===== config.mk =====
export PLATFORM = sky130hd
export DESIGN_NAME = fetch_decode_queue
export DESIGN_NICKNAME = d
export VERILOG_FILES = /design/src/rtl/fetch_decode_queue.sv
export SDC_FILE = /design/constraint.sdc
export NUM_CORES = 1
export LEC_CHECK = 0
export BUFFER_PORTS_ARGS = -buffer_cell sky130_fd_sc_hd__buf_2
export CORE_ASPECT_RATIO = 0.8
export CORE_MARGIN = 2
export CORE_UTILIZATION = 55
export CTS_BUF_LIST = sky130_fd_sc_hd__clkbuf_8
export DETAILED_ROUTE_END_ITERATION = 10
export PLACE_DENSITY = 0.83
export SLEW_MARGIN = 20
export SYNTH_ARGS = -nofsm -noshare
export SYNTH_HDL_FRONTEND = slang
export SYNTH_SLANG_ARGS = --single-unit

===== constraint.sdc =====
create_clock -name clk -period 28.2 [get_ports clk]
set_input_delay 5.64 -clock clk [delete_from_list [all_inputs] [get_ports clk]]
set_output_delay 5.64 -clock clk [all_outputs]
set_load 0.02 [all_outputs]

===== src/rtl/fetch_decode_queue.sv =====
// rtl/fetch_decode_queue.sv - fetch-to-decode instruction queue with capture handshake, ecall block and flush
// Optional same-cycle fetch->decode bypass when IFQ_BYPASS_EN is defined.
module fetch_decode_queue #(
  parameter int DEPTH = 2,
  parameter int XLEN  = 64
) (
  input  logic                     clk,
  input  logic                     reset,
  input  logic                     fetch_done,
  input  logic [XLEN-1:0]          fetch_pc,
  input  logic [XLEN-1:0]          fetch_data,
  output logic                     fetch_latched,
  input  logic                     flush,
  output logic                     dec_valid,
  input  logic                     dec_ready,
  output logic [31:0]              dec_instr,
  output logic [XLEN-1:0]          dec_pc,
  output logic                     ecall_seen,
  input  logic                     ecall_clear,
  output logic [$clog2(DEPTH):0]   q_count
);
  localparam int AW = $clog2(DEPTH);
  localparam int CW = AW + 1;

  typedef enum logic {ACCEPT, HANDOFF} state_t;
  state_t state_q, state_d;

  logic [31:0]     instr_mem [DEPTH];
  logic [XLEN-1:0] pc_mem    [DEPTH];
  logic [AW-1:0]   wr_ptr, rd_ptr;

  logic [31:0] sel_instr;
  logic        q_empty, q_full, push, pop_q, store, bypass;

  assign sel_instr = fetch_pc[2] ? fetch_data[63:32] : fetch_data[31:0];
  assign q_empty   = (q_count == '0);
  assign q_full    = (q_count == CW'(DEPTH));
  // Full test uses the registered count, so a same-cycle pop never frees a slot for a push.
  assign push      = (state_q == ACCEPT) && fetch_done && !q_full && !ecall_seen && !flush;
  assign pop_q     = !q_empty && dec_ready;

`ifdef IFQ_BYPASS_EN
  assign bypass = q_empty && push && dec_ready;
`else
  assign bypass = 1'b0;
`endif

  assign store     = push && !bypass;
  assign dec_valid = !q_empty || bypass;
  assign dec_instr = bypass ? sel_instr : instr_mem[rd_ptr];
  assign dec_pc    = bypass ? fetch_pc  : pc_mem[rd_ptr];

  always_comb begin
    state_d = state_q;
    case (state_q)
      ACCEPT:  if (push) state_d = HANDOFF;
      HANDOFF: state_d = ACCEPT;
      default: state_d = ACCEPT;
    endcase
    if (flush) state_d = ACCEPT;
  end

  always_ff @(posedge clk) begin
    if (reset) begin
      state_q       <= ACCEPT;
      fetch_latched <= 1'b0;
      wr_ptr        <= '0;
      rd_ptr        <= '0;
      q_count       <= '0;
      for (int i = 0; i < DEPTH; i++) begin
        instr_mem[i] <= '0;
        pc_mem[i]    <= '0;
      end
    end else begin
      state_q       <= state_d;
      fetch_latched <= push;
      if (flush) begin
        wr_ptr  <= '0;
        rd_ptr  <= '0;
        q_count <= '0;
      end else begin
        if (store) begin
          instr_mem[wr_ptr] <= sel_instr;
          pc_mem[wr_ptr]    <= fetch_pc;
          wr_ptr            <= wr_ptr + AW'(1);
        end
        if (pop_q) rd_ptr <= rd_ptr + AW'(1);
        if (store && !pop_q)      q_count <= q_count + CW'(1);
        else if (!store && pop_q) q_count <= q_count - CW'(1);
      end
    end
  end

  // Set beats clear; flush leaves the flag alone.
  always_ff @(posedge clk) begin
    if (reset)                                 ecall_seen <= 1'b0;
    else if (push && sel_instr == 32'h00000073) ecall_seen <= 1'b1;
    else if (ecall_clear)                      ecall_seen <= 1'b0;
  end
endmodule


# [Word level (Yosys, flattened, before mapping)]
# Memory sizes are Yosys's and may differ from the RTL's. A register that Yosys moved wholly into a read port is not among the register bits.
# Index checks and enable logic that the tools add are counted.
[word_totals] reg_bits=7 mem_bits_rw=192 in_bits=134 out_inout_bits=101 wordCells=57 n_memories=2
[op_classes] addsub=4 n_eq_ne=2 muxes=22 bitwise_logic=1 reduce_logical=20
[memory_table] name="pc_mem" words=2 word_bits=64 read_ports=1 rd_clocked_by_memory_dff=1 wr=2 line_no="29" text="logic [XLEN-1:0] pc_mem [DEPTH];"
[memory_table] name="instr_mem" words=2 word_bits=32 read_ports=1 rd_clocked_by_memory_dff=1 wr=2 line_no="28" text="logic [31:0] instr_mem [DEPTH];"
[op_table] op="32-bit two-way mux" count=2
[op_table] op="64-bit two-way mux" count=1
[op_table] op="64-bit OR reduction" count=1
[op_table] op="32-bit by 7-bit equality test with 1-bit output, second input constant" count=1
[op_table] op="32-bit OR reduction" count=1
[op_table] op="1-bit two-way mux" count=16
[op_table] op="1-bit logical AND" count=8
[op_table] op="1-bit logical NOT" count=6
[op_table] op="2-bit two-way mux" count=2
[op_table] op="2-bit nonzero test" count=2
[op_table] op="1-bit adder, second input constant" count=2
[op_table] op="2-bit by 1-bit adder with 2-bit output, second input constant" count=1
[op_table] op="2-bit equality test, second input constant" count=1
[op_table] op="2-bit logical NOT" count=1
[op_table] op="1-bit one-hot mux with 2 select lines" count=1
[op_table] op="2-bit OR reduction" count=1
[op_table] op="2-bit by 1-bit subtractor with 2-bit output, second input constant" count=1
[op_table] op="1-bit NOT" count=1

# [Depth between registers and ports, before layout]
[depth] word_depth=11 mapped_depth=8 depth_no_buf=8

# [Worst setup path before layout]
# No wires, ideal clock.
[synth_path] path_kind="input-to-reg" startpoint="input port flush" endpoint="memory instr_mem[0][0], enable pin" setup_time_ns=0.683 arrival_time_ns=12.821 required_ns=27.517 slack_ns=14.696 cell_stages=3 n_path_buf=0 path_cell_list="nor4b_4 > o21ai_2 > o21ai_0"
[synth_lines] item="start: declaration" line_no="13" text="input logic flush,"
[synth_lines] item="end: declaration" line_no="28"

==> key figures <==
Synthesis
  • Avg Synthesized Cell Area: 14.5 sq um
  • Largest area contributor in the netlist: edfxtp_1
  • Area contributors post-synth: edfxtp_1 64%, mux2_2 12%, and2_1 4.5%
  • #FFs+latches synth: 200
  • Top-area cell type share of the netlist area: 64.4%
  • Gate Count Post-Synth: 617
  • Yosys warns: 0
  • Sequential share of the synthesized area: 66.2%
  • Mapped Nets: 752
  • Distinct cells, synth: 37
  • Mapped Area: 8950 sq um

CTS
  • H-tree levels: 4
  • Worst-path clk slew: 90 ps
  • Cts repair resizes: 0
  • Post-CTS setup buffer count: 0
  • Hold Buf Count CTS: 0
  • Clk_lat worst skew: 460 ps
  • Total CTS buffers: 17
  • Clk buf depth: 2
  • CTS tree: done
  • CTS Root Cell: clkbuf_8
  • CTS sink cnt: 200

Placement
  • IO Port Bufs: 234
  • Placed cell count: 1029
  • Post-DP HPWL: 13100 um
  • Gpl congestion: 0.819

GRT
  • Total global routing overflow: 0
  • First-pass GRT wire length: 30500 um
  • Vias in the first global route: 5957
  • GR Util All Layers: 22.7%
  • Initial antenna violation count: 1
  • Pin count of the biggest net entering global routing: 69

Die
  • # rows: 41
  • Die ar.: 17300 sq um
  • Initial core utilization: 56.5%
  • IO Pins: 235
  • Core Region: 15900 sq um
  • Die Y: 118 um
  • Die Wd: 147 um

Run status
  • Outcome: complete, no violations

Power and ir drop
  • Power Density: 58.1 nW/um^2
  • Pleak: 4.72 nW
  • Worst VDD drop: 0.0000453 V

Critical path
  • FF-to-FF setup slack: 24520 ps
  • Worst Path Max Fanout: 68
  • WP data required: 28280 ps
  • Crit. End Element: flip-flop
  • Critical Path Start Type: input port
  • Arrival time worst endpoint: 8690 ps
  • CP Class: input port to flip-flop

Routing
  • # DRC: 0
  • Vias per inst: 5.50
  • Iteration-0 DRC Markers: 404
  • First drt pass iteration count: 4
  • WL per Instance: 18.6 um
  • Vias: 5831
  • Drt total wl: 19700 um
  • Routed Antenna Nets: 0

Final layout
  • Nets@finish: 968
  • Area Overhead vs Synth: 19.7%
  • Final non-filler cell total: 1061
  • Share of cells above drive strength 1: 44.6%

Worst hold path
  • Hold WC Path Type: flip-flop to flip-flop

STA
  • Fin crit period: 8600 ps
  • Worst Tran Pin Value: 1040 ps
  • Max Slew Vio Count: 0
  • RSZ-0062 raised after global routing: no
  • Fin crit share: 30.5%
  • Final setup vio count: 0
  • Relative slew slack: 30.4%
  • Worst Skew: 11.7 ps
  • Endpoints failing hold: 0
  • Fmax: 116 MHz
  • Setup TNS: 0 ps

Flow run
  • Max Cap Viol: 0
kinds of logic after synthesis:
kind of cell / after synthesis / synth area share, %
flops: 200 / 66.2
xor+xnor: 5 / 0.489
mux: 129 / 15.8
simple gates: 230 / 14.5
buf+inv: 45 / 2.21
fa+ha+maj: 1 / 0.140
compound gates: 7 / 0.685
cell usage after synthesis, drive strengths merged:
cell type  number
and2           64
and3           64
and4b           2
buf            14
clkbuf         28
dfxtp           8
edfxtp        192
ha              1
inv             3
mux2           97
mux2i          32
nand2           4
nand2b          1
nand3           3
nand4           2
nor2           68
nor3            8
nor4            6
nor4b           4
nor4bb          1
o211a           2
o21ai           3
o22a            1
o22ai           1
or2             1
or4             1
or4b            1
xnor2           1
xor2            4
worst paths after layout:
| kind | start | end | cells after the start |
|---|---|---|---|
| max | flush | instr_mem[1][31]$_SDFFCE_PN0P_ | 6 |
| max reg2reg | ecall_seen$_SDFFE_PP0P_ | instr_mem[1][31]$_SDFFCE_PN0P_ | 5 |
| min | ecall_seen$_SDFFE_PP0P_ | ecall_seen$_SDFFE_PP0P_ | 2 |
| min reg2reg | ecall_seen$_SDFFE_PP0P_ | ecall_seen$_SDFFE_PP0P_ | 2 |
final cells by class:
cell class              instances  area (sq um)
clock inverters                14           206
fillers                      1110          5140
well taps                     215           269
multi-input cells             372          2850
diodes                          1          2.50
clock buffers                  17           234
inverters                       3          11.3
repair buffers                239          1210
flip-flops and latches        200          5930
worst max-delay path: stages:
cell	delay, ps
buf_2	150
nor4b_4	310
o211a_4	630
nand2_2	570
nand2_4	530
buf_4	760
through the flow:
| step | util, % | setup WS (ps) | power [mW] | hold WS (ps) | area (sq um) |
|---|---|---|---|---|---|
| finish | 67.6 | 19600 | 0.623 | 543 | 10700 |
| global route | 67.6 | 19350 | 0.643 | 593 | 10700 |
| CTS | 67.6 | 19170 | 0.626 | 539 | 10700 |
| detailed placement | 64.8 | 18670 | 0.430 | 521 | 10300 |
| global placement | 64.8 | 18740 | 0.427 | 507 | 10300 |
| floorplan | - | 14700 | 0.401 | 520 | 8950 |
power breakdown:
group | switching (mW) | internal [mW]
sequential | 0.00478 | 0.342
clock | 0.0953 | 0.104
combinational | 0.0471 | 0.0296
total | 0.147 | 0.476
placed cells by master (no fill, tap or decap), types with 6 or more instances in the layout:
cell	count
nor3_1	7
mux2_2	97
mux2i_1	32
and2_1	64
nor4_1	6
and3_1	64
nor2_1	68
edfxtp_1	192
dfxtp_1	6
buf_2	234
clkbuf_8	17
layer usage:
layer  vias to the layer above  wire, um  part of all wire (%)  track usage [%]
met5                         -         0                     0                0
met4                         0       455                   2.3             7.52
met3                        33      1370                   7.0             5.74
met2                       230      9930                    50             38.3
met1                      2863      7980                    40             29.0
li1                       2705         -                     -                -
registers in the layout, summed over array words and instances (netlist names), named ones only:
signal         flops
rd_ptr             1
fetch_latched      1
instr_mem         64
state_q            1
pc_mem           128
q_count            2
ecall_seen         1
wr_ptr             1
Power figures use the tool's default switching activity.
